### src/rtl/avm_master_arbiter_pkg.sv
// Shared definitions for the two-requester Avalon-MM master arbiter.
// State encodings and the default hold limit for locked grants.
package avm_master_arbiter_pkg;

    typedef enum logic [1:0] {
        IDLE   = 2'd0,
        GRANT0 = 2'd1,
        GRANT1 = 2'd2
    } arb_state_t;

    localparam int DEFAULT_MAX_HOLD = 8;

endpackage

### src/rtl/avm_arb_mux.sv
// Grant-selected combinational steering between two requesters and one Avalon-MM master.
// Only the owner's strobes reach the master; everyone else sees waitrequest and zero data.
module avm_arb_mux #(
    parameter int DATA_WIDTH    = 32,
    parameter int ADDRESS_WIDTH = 32
) (
    input  logic [1:0]               grant,
    input  logic [ADDRESS_WIDTH-1:0] r0_address,
    input  logic                     r0_read,
    input  logic                     r0_write,
    input  logic [DATA_WIDTH-1:0]    r0_writedata,
    input  logic [ADDRESS_WIDTH-1:0] r1_address,
    input  logic                     r1_read,
    input  logic                     r1_write,
    input  logic [DATA_WIDTH-1:0]    r1_writedata,
    input  logic                     m_waitrequest,
    input  logic [DATA_WIDTH-1:0]    m_readdata,
    output logic [ADDRESS_WIDTH-1:0] m_address,
    output logic                     m_read,
    output logic                     m_write,
    output logic [DATA_WIDTH-1:0]    m_writedata,
    output logic [DATA_WIDTH-1:0]    r0_readdata,
    output logic                     r0_waitrequest,
    output logic [DATA_WIDTH-1:0]    r1_readdata,
    output logic                     r1_waitrequest
);

    always_comb begin
        m_address      = '0;
        m_read         = 1'b0;
        m_write        = 1'b0;
        m_writedata    = '0;
        r0_readdata    = '0;
        r0_waitrequest = 1'b1;
        r1_readdata    = '0;
        r1_waitrequest = 1'b1;
        case (grant)
            2'b01: begin
                m_address      = r0_address;
                m_read         = r0_read;
                m_write        = r0_write;
                m_writedata    = r0_writedata;
                r0_readdata    = m_readdata;
                r0_waitrequest = m_waitrequest;
            end
            2'b10: begin
                m_address      = r1_address;
                m_read         = r1_read;
                m_write        = r1_write;
                m_writedata    = r1_writedata;
                r1_readdata    = m_readdata;
                r1_waitrequest = m_waitrequest;
            end
            default: ;
        endcase
    end

endmodule

### src/rtl/avm_master_arbiter.sv
// Two-requester Avalon-MM arbiter: registered grant FSM, alternating tie-break, optional lock.
// Define AVM_ARB_LOCK_EN to honour Rn_LOCK with a MAX_HOLD-bounded hold counter.
module avm_master_arbiter
    import avm_master_arbiter_pkg::*;
#(
    parameter int DATA_WIDTH    = 32,
    parameter int ADDRESS_WIDTH = 32,
    parameter int MAX_HOLD      = DEFAULT_MAX_HOLD
) (
    input  logic                     CSI_CLOCK_CLK,
    input  logic                     CSI_CLOCK_RESET,
    input  logic [ADDRESS_WIDTH-1:0] R0_ADDRESS,
    input  logic                     R0_READ,
    input  logic                     R0_WRITE,
    input  logic [DATA_WIDTH-1:0]    R0_WRITEDATA,
    input  logic                     R0_LOCK,
    output logic [DATA_WIDTH-1:0]    R0_READDATA,
    output logic                     R0_WAITREQUEST,
    input  logic [ADDRESS_WIDTH-1:0] R1_ADDRESS,
    input  logic                     R1_READ,
    input  logic                     R1_WRITE,
    input  logic [DATA_WIDTH-1:0]    R1_WRITEDATA,
    input  logic                     R1_LOCK,
    output logic [DATA_WIDTH-1:0]    R1_READDATA,
    output logic                     R1_WAITREQUEST,
    output logic [ADDRESS_WIDTH-1:0] AVM_AVALONMASTER_ADDRESS,
    output logic                     AVM_AVALONMASTER_READ,
    output logic                     AVM_AVALONMASTER_WRITE,
    output logic [DATA_WIDTH-1:0]    AVM_AVALONMASTER_WRITEDATA,
    input  logic                     AVM_AVALONMASTER_WAITREQUEST,
    input  logic [DATA_WIDTH-1:0]    AVM_AVALONMASTER_READDATA,
    output logic [1:0]               GRANT
);

    arb_state_t state_reg, state_next;
    logic       last_grant_reg;   // 1 = R1 owned last, so R0 wins the next tie
    logic       armed_reg;        // blocks granting on the first edge after reset
    logic       req0, req1, own_req, other_req, granted, done;
    logic       hold_ok, idle_lock;
    arb_state_t other_state;

    assign req0    = R0_READ | R0_WRITE;
    assign req1    = R1_READ | R1_WRITE;
    assign granted = (state_reg != IDLE);
    assign GRANT   = {state_reg == GRANT1, state_reg == GRANT0};

`ifdef AVM_ARB_LOCK_EN
    logic [7:0] hold_cnt_reg;
    logic       own_lock;
    assign own_lock  = (state_reg == GRANT1) ? R1_LOCK : R0_LOCK;
    assign hold_ok   = own_lock && ((int'(hold_cnt_reg) + 1) < MAX_HOLD);
    assign idle_lock = own_lock;
`else
    logic unused_cfg;
    assign unused_cfg = R0_LOCK ^ R1_LOCK ^ (MAX_HOLD > 0);
    assign hold_ok    = 1'b0;
    assign idle_lock  = 1'b0;
`endif

    always_comb begin
        own_req     = (state_reg == GRANT1) ? req1 : req0;
        other_req   = (state_reg == GRANT1) ? req0 : req1;
        other_state = (state_reg == GRANT1) ? GRANT0 : GRANT1;
        done        = granted && own_req && !AVM_AVALONMASTER_WAITREQUEST;
        state_next  = state_reg;
        case (state_reg)
            IDLE: begin
                if (armed_reg) begin
                    if (req0 && req1)
                        state_next = last_grant_reg ? GRANT0 : GRANT1;
                    else if (req0)
                        state_next = GRANT0;
                    else if (req1)
                        state_next = GRANT1;
                end
            end
            GRANT0, GRANT1: begin
                // A stalled owner keeps the grant: a switch needs a completion or an idle owner.
                if (own_req) begin
                    if (done && other_req && !hold_ok)
                        state_next = other_state;
                end else if (!idle_lock) begin
                    state_next = other_req ? other_state : IDLE;
                end
            end
            default: state_next = IDLE;
        endcase
    end

    always_ff @(posedge CSI_CLOCK_CLK or negedge CSI_CLOCK_RESET) begin
        if (!CSI_CLOCK_RESET) begin
            state_reg      <= IDLE;
            last_grant_reg <= 1'b1;
            armed_reg      <= 1'b0;
        end else begin
            state_reg <= state_next;
            armed_reg <= 1'b1;
            if (state_next != state_reg) begin
                if (state_next == GRANT0)
                    last_grant_reg <= 1'b0;
                else if (state_next == GRANT1)
                    last_grant_reg <= 1'b1;
            end
        end
    end

`ifdef AVM_ARB_LOCK_EN
    always_ff @(posedge CSI_CLOCK_CLK or negedge CSI_CLOCK_RESET) begin
        if (!CSI_CLOCK_RESET)
            hold_cnt_reg <= 8'd0;
        else if (state_next != state_reg)
            hold_cnt_reg <= 8'd0;
        else if (done && (int'(hold_cnt_reg) < MAX_HOLD))
            hold_cnt_reg <= hold_cnt_reg + 8'd1;
    end
`endif

    avm_arb_mux #(
        .DATA_WIDTH   (DATA_WIDTH),
        .ADDRESS_WIDTH(ADDRESS_WIDTH)
    ) u_mux (
        .grant         (GRANT),
        .r0_address    (R0_ADDRESS),
        .r0_read       (R0_READ),
        .r0_write      (R0_WRITE),
        .r0_writedata  (R0_WRITEDATA),
        .r1_address    (R1_ADDRESS),
        .r1_read       (R1_READ),
        .r1_write      (R1_WRITE),
        .r1_writedata  (R1_WRITEDATA),
        .m_waitrequest (AVM_AVALONMASTER_WAITREQUEST),
        .m_readdata    (AVM_AVALONMASTER_READDATA),
        .m_address     (AVM_AVALONMASTER_ADDRESS),
        .m_read        (AVM_AVALONMASTER_READ),
        .m_write       (AVM_AVALONMASTER_WRITE),
        .m_writedata   (AVM_AVALONMASTER_WRITEDATA),
        .r0_readdata   (R0_READDATA),
        .r0_waitrequest(R0_WAITREQUEST),
        .r1_readdata   (R1_READDATA),
        .r1_waitrequest(R1_WAITREQUEST)
    );

endmodule

### config.mk
export PLATFORM = sky130hd
export DESIGN_NAME = avm_master_arbiter
export DESIGN_NICKNAME = d
export VERILOG_FILES = /design/src/rtl/avm_master_arbiter_pkg.sv /design/src/rtl/avm_arb_mux.sv /design/src/rtl/avm_master_arbiter.sv
export SDC_FILE = /design/constraint.sdc
export NUM_CORES = 1
export LEC_CHECK = 0
export CAP_MARGIN = 20
export CORE_AREA = 2 2 119 121
export DETAILED_ROUTE_END_ITERATION = 8
export DIE_AREA = 0 0 121 123
export GPL_TIMING_DRIVEN = 0
export SYNTH_ARGS = -nofsm -noshare
export SYNTH_HDL_FRONTEND = slang
export SYNTH_HIERARCHICAL = 1
export SYNTH_SLANG_ARGS = --single-unit
### constraint.sdc
create_clock -name CSI_CLOCK_CLK -period 2.7 [get_ports CSI_CLOCK_CLK]
set_input_delay 0.54 -clock CSI_CLOCK_CLK [delete_from_list [all_inputs] [get_ports CSI_CLOCK_CLK]]
set_output_delay 0.54 -clock CSI_CLOCK_CLK [all_outputs]
set_load 0.03 [all_outputs]
==> summary.txt, run 1 <==
Status
  – Status: complete, no violations

Timing
  – RSZ-0062 raised after global routing: yes
  – Setup ws final: 0.0592 ns
  – Fmax: 0.379 GHz
  – Final setup violation count: 0
  – Tmin final: 2.64 ns
  – Setup_tns: 0 ns
  – Final hold vios: 0
  – Final Skew: 0.00198 ns
  – Fin. max-slew vios: 0
  – Crit share post-route: 0.978

Yosys
  – Netlist cell types: 32
  – Syn Area/Cell: 6.55 sq um
  – Post-synth top area share: 0.233
  – Yosys warning total: 6
  – Ys async rst share: 1.00
  – Mapped Area: 1830 sq um
  – Synth area leader: a22oi_1
  – Sequential element share of the synthesized area: 0.0553
  – Post-Syn Instances: 280
  – Mapped Nets: 456
  – Synth Register Bits: 4
  – Post-synth EDFFs: 0
  – Top cells by area, synth: a22oi_1, and2_1, nor2_1
  – Ys flop type: dfrtp_1

Final layout
  – Largest register FFs: 2
  – Final Util: 0.354
  – Final #Nets: 762
  – Most frequent cells in the layout: clkdlybuf4s50_1, nor2_1, and2_1
  – N_diodes: 0
  – Design area: 4820 sq um
  – Layout cells sized above 1: 0.224
  – Area Growth Syn to Fin: 163%
  – Most common cell after layout, fill and taps aside: clkdlybuf4s50_1

Worst setup path
  – Reg2reg start: state_reg[0]
  – Crit. End Element: flip-flop
  – Crit Path Max Fanout: 5
  – Critical Path RT: 2.84 ns
  – Critical path class: input port to flip-flop
  – Critical Path Source Type: input port
  – CP startpoint: R1_WRITE
  – Critical Path AT: 2.78 ns

Flow run
  – Max-Cap Viols: 0

Placement
  – DP Area: 5060 sq um
  – Port buffer count: 300
  – Final Wtd Congestion: 0.842
  – Post-DP HPWL: 11.0 mm
  – Setup WS pre-CTS: -0.431 ns

Clocking
  – Clock tree sinks: 4
  – Clock transition at path regs: 0.03 ns
  – H-tree depth: 1
  – Cts bufs inserted: 3
  – Longest Clk Path Bufs: 2
  – Clk Latency, worst-skew pair: 0.22 ns
  – CTS tree: done
  – Hold bufs inserted after CTS: 0
  – Root Driver: clkbuf_16

Die
  – Core Region: 13600 sq um
  – Die Ht: 123 um
  – Initial core utilization: 0.135
  – Die area: 14900 sq um
  – Die width: 121 um
  – Io pins: 303
  – Rows: 43

Detailed routing
  – First DRT Iteration DRCs: 197
  – First-pass DRT Iterations: 6
  – Drt wl/cell: 17.3 um
  – Vias per inst: 4.29
  – Routed Wire Length: 13.2 mm
  – Final ANT Viol Nets: 0
  – Routed vias: 3285
  – DR DRC count: 0

GRT
  – Largest net degree at the start of global routing: 11
  – GRT Total Usage: 0.159
  – Grt ovf: 0
  – First-pass GRT wire length: 18.6 mm
  – Initial antenna violation count: 0
  – Vias in the first global route: 3222

Power
  – Tot Pwr: 4470 uW
  – Max IR drop VDD: 0.573 mV
  – Leakage power: 0.00217 uW
  – Power per cell area: 928 nW/um^2

Min path
  – Worst Hold Class: input port to async pin
## worst paths after layout
check	endpoint	slack, ns	depth (start not counted)
worst max-delay path	last_grant_reg	0.06	10
worst min-delay path	armed_reg	0.51	1
worst max register to register	last_grant_reg	0.15	12
worst min register to register	last_grant_reg	0.64	3
max in group asynchronous	last_grant_reg	1.96	1
min in group CSI_CLOCK_CLK	last_grant_reg	0.64	3
## metrics by stage
step / hold WS, ns / cells
floorplan: 0.244 / 280
global placement: 0.632 / 760
detailed placement: 0.637 / 760
CTS: 0.516 / 765
global route: 0.527 / 765
finish: 0.511 / 765
## routing by layer
layer | up-vias | global-route usage | routed length (um)
met3 | 16 | 0.0355 | 1050
met1 | 1531 | 0.185 | 5200
met4 | 0 | 0.0356 | 234
met5 | - | 0 | 0
met2 | 138 | 0.297 | 6720
li1 | 1600 | - | -
## cell type report
class	count	area [sq um]
Fill cell	1509	8790
Timing Repair Buffer	301	2620
Multi-Input combinational cell	240	1560
Tap cell	180	225
Buffer	29	206
Sequential cell	4	104
Clock buffer	4	78.8
Inverter	7	28.8
## power by group
group | internal (uW) | leakage (uW) | switching (uW)
Combinational | 1490 | 0.00209 | 2610
Sequential | 93.2 | 0.0000449 | 38.8
Clock | 195 | 0.0000382 | 43.2
Total | 1780 | 0.00217 | 2690
## cell usage after synthesis (all sizes together) (2+ instances only)
master    n
and2     64
or2       2
ha        7
nand2b    4
dfrtp     3
nor2     69
nand2     4
inv       7
nor3      3
o2111ai   3
a22oi    66
a211o     2
clkbuf    8
buf      21
a211oi    2
## worst max-delay path, cell delays in order
cell             delay (ns)
clkdlybuf4s50_1        0.49
o21ba_1                0.24
o32a_1                 0.37
a41o_1                 0.22
inv_1                  0.09
ha_1                   0.24
nand2b_1               0.17
a211o_1                0.27
o2111ai_1              0.09
nor3_1                 0.07
## repair_timing
item | CTS | global route
endpoints found under the setup margin | 132 | 104
buffers inserted | 1 | 0
hold endpoints to repair | 0 | 0
pin swaps | 0 | 2
gates resized for setup | 354 | 101
## cell families after synthesis
group	count (synthesis)	synth area share
fa+ha+maj	7	0.0478
buf+inv	36	0.109
flops	4	0.0553
simple gates	151	0.418
compound gates	81	0.368
other cells	1	0.00205
Note: power is estimated with default switching activity, not from simulation.
==> run 2, diff against run 1 <==
- ABC_CLOCK_PERIOD_IN_PS: default -> 2700
- CAP_MARGIN: 20 -> default
==> results of run 2 <==
Final layout, timing and power as in run 1 (identical DEF).
==> run 3, diff against run 2 <==
- MAX_ROUTING_LAYER: default -> met4
==> run 3 against run 2 <==
Compared with the run above:
- clock skew stayed put
- maximum frequency is 0.12% lower
- sequential share of layout area hardly changed
- critical path depth stayed put
- first-iteration DRC count is 21% lower
- hold slack stayed put
- non-clock buffer count stayed put
- design area hardly changed
- die area stayed put
- wire length is 0.57% lower
- register-to-register slack hardly changed
- critical path type unchanged
- largest power group unchanged
- highest routed layer unchanged
==> summary.txt, run 3 (synthesis results as in run 1) <==
Die
  – Rows: 43 (unchanged)
  – Die width: 121 um (unchanged)
  – Initial core utilization: 0.135 (unchanged)
  – Core Region: 13600 sq um (unchanged)
  – Die Ht: 123 um (unchanged)
  – Io pins: 303 (unchanged)
  – Die area: 14900 sq um (unchanged)

Clocking
  – Clock transition at path regs: 0.03 ns (about the same)
  – CTS tree: done
  – Hold bufs inserted after CTS: 0 (unchanged)
  – Clk Latency, worst-skew pair: 0.22 ns (about the same)
  – Root Driver: clkbuf_16
  – Cts bufs inserted: 3 (unchanged)
  – Clock tree sinks: 4 (unchanged)
  – H-tree depth: 1 (unchanged)
  – Longest Clk Path Bufs: 2 (unchanged)

GRT
  – Vias in the first global route: 3231 (+0.28%)
  – Grt ovf: 0 (unchanged)
  – Largest net degree at the start of global routing: 11 (unchanged)
  – First-pass GRT wire length: 18.6 mm (-0.19%)
  – Initial antenna violation count: 0 (unchanged)
  – GRT Total Usage: 0.164 (+0.00459)

Detailed routing
  – Final ANT Viol Nets: 0 (unchanged)
  – First-pass DRT Iterations: 4 (-2)
  – Routed vias: 3292 (+0.21%)
  – DR DRC count: 0 (unchanged)
  – Drt wl/cell: 17.2 um (-0.57%)
  – Routed Wire Length: 13.1 mm (-0.57%)
  – First DRT Iteration DRCs: 156 (-21%)
  – Vias per inst: 4.30 (+0.21%)

Worst setup path
  – Critical Path AT: 2.78 ns (about the same)
  – Slowest CP cell: clkdlybuf4s50_1
  – CP peak stage delay: 0.49 ns (about the same)
  – Reg2reg end: last_grant_reg
  – Reg2Reg Depth: 12 (unchanged)
  – Crit-path cells: clkdlybuf4s50_1 > o21ba_1 > o32a_1 > a41o_1 > inv_1 > ha_1 > nand2b_1 > a211o_1 > o2111ai_1 > nor3_1
  – Critical path class: input port to flip-flop
  – Crit path to: last_grant_reg
  – Reg2reg start: state_reg[0]
  – Critical Path Source Type: input port
  – Critical Path RT: 2.84 ns (about the same)
  – Setup slack on the worst flop-to-flop path: 0.15 ns (about the same)
  – Crit. End Element: flip-flop
  – Crit Path Max Fanout: 5 (unchanged)
  – CP startpoint: R1_WRITE

Final layout
  – Design area: 4820 sq um (about the same)
  – Most frequent cells in the layout: clkdlybuf4s50_1, nor2_1, and2_1
  – Layout cells sized above 1: 0.226 (+0.00171)
  – Final #Nets: 762 (unchanged)
  – N_diodes: 0 (unchanged)
  – Area Growth Syn to Fin: 163% (about the same)
  – Most common cell after layout, fill and taps aside: clkdlybuf4s50_1
  – Largest register FFs: 2 (unchanged)

Timing
  – Tmin final: 2.64 ns (+0.00322 ns)
  – Final Skew: 0.00198 ns (unchanged)
  – Final setup violation count: 0 (unchanged)
  – Fmax: 0.378 GHz (-0.12%)
  – Crit share post-route: 0.979 (+0.00119)
  – Final hold slack: 0.511 ns (unchanged)
  – Final hold vios: 0 (unchanged)
  – Fin. max-slew vios: 0 (unchanged)
  – RSZ-0062 raised after global routing: yes

Status
  – Status: complete, no violations

Flow run
  – Max-Cap Viols: 0 (unchanged)

Power
  – Leakage power: 0.00216 uW (-0.83%)
  – Power per cell area: 926 nW/um^2 (-0.15%)
  – Max IR drop VDD: 0.572 mV (-0.12%)

Placement
  – DP Area: 5060 sq um (unchanged)
  – Final Wtd Congestion: 0.855 (+1.6%)
  – Post-DP HPWL: 11.0 mm (unchanged)
  – Port buffer count: 300 (unchanged)

Min path
  – Worst Hold Class: input port to async pin
[run 3: cell types whose count changed in the layout (fill, tap and decap cells not counted)]
cell             delta
dlygate4sd2_1       -6
clkbuf_2            +1
clkdlybuf4s15_1     +5
[run 3: worst min path at each step]
| stage | start | endpoint | slack, ns | cells after the start |
|---|---|---|---|---|
| 2_1_floorplan | CSI_CLOCK_RESET | armed_reg | 0.24 | 0 |
| 3_3_place_gp | last_grant_reg | last_grant_reg | 0.63 | 3 |
| 3_5_place_dp | last_grant_reg | last_grant_reg | 0.64 | 3 |
| 4_1_cts | CSI_CLOCK_RESET | armed_reg | 0.52 | 1 |
| 5_1_grt | CSI_CLOCK_RESET | armed_reg | 0.53 | 1 |
| 6_report | CSI_CLOCK_RESET | armed_reg | 0.51 | 1 |
[run 3: routing by layer]
layer,wire length [um],global-route usage,vias to the layer above
met1,5130,0.186,1530
met5,0,-,-
li1,-,-,1601
met2,6680,0.296,145
met3,1090,0.0327,16
met4,234,0.0371,0
[run 3: what timing repair did]
item,in CTS,in global routing
resized for setup,354,108
pin swaps,0,2
buffers inserted,1,0
setup endpoints to repair,132,103
[run 3: layout make-up]
| cell class | instances | area, sq um |
|---|---|---|
| multi-input combinational | 240 | 1560 |
| inverter | 7 | 28.8 |
| timing repair buffer | 301 | 2620 |
| sequential | 4 | 104 |
| buffer | 29 | 206 |
| clock buffer | 4 | 78.8 |
| fill | 1507 | 8790 |
| tap | 180 | 225 |
[run 3: critical path, delay by kind of cell]
family | cells | cell delay (ns)
buffers and inverters | 2 | 0.58
and+or+nand+nor | 2 | 0.24
adders and majority gates | 1 | 0.24
AOI/OAI and AO/OA | 5 | 1.19
[run 3: power breakdown]
group          switching (uW)  internal [uW]
clock                    43.2            195
sequential               38.8           93.2
combinational            2600           1490
[run 3: per-stage QoR]
| stage | total power (uW) | setup WS, ns | setup TNS, ns | utilization | cells |
|---|---|---|---|---|---|
| finish | 4470 | 0.0560 | 0 | 0.354 | 765 |
| global route | 4770 | -0.114 | -0.118 | 0.354 | 765 |
| CTS | 4540 | -0.0235 | -0.0370 | 0.364 | 765 |
| detailed placement | 4540 | -0.431 | -40.06 | 0.372 | 760 |
| global placement | 4500 | -0.412 | -36.69 | 0.372 | 760 |
| floorplan | 2740 | 0.0887 | 0 | - | 280 |
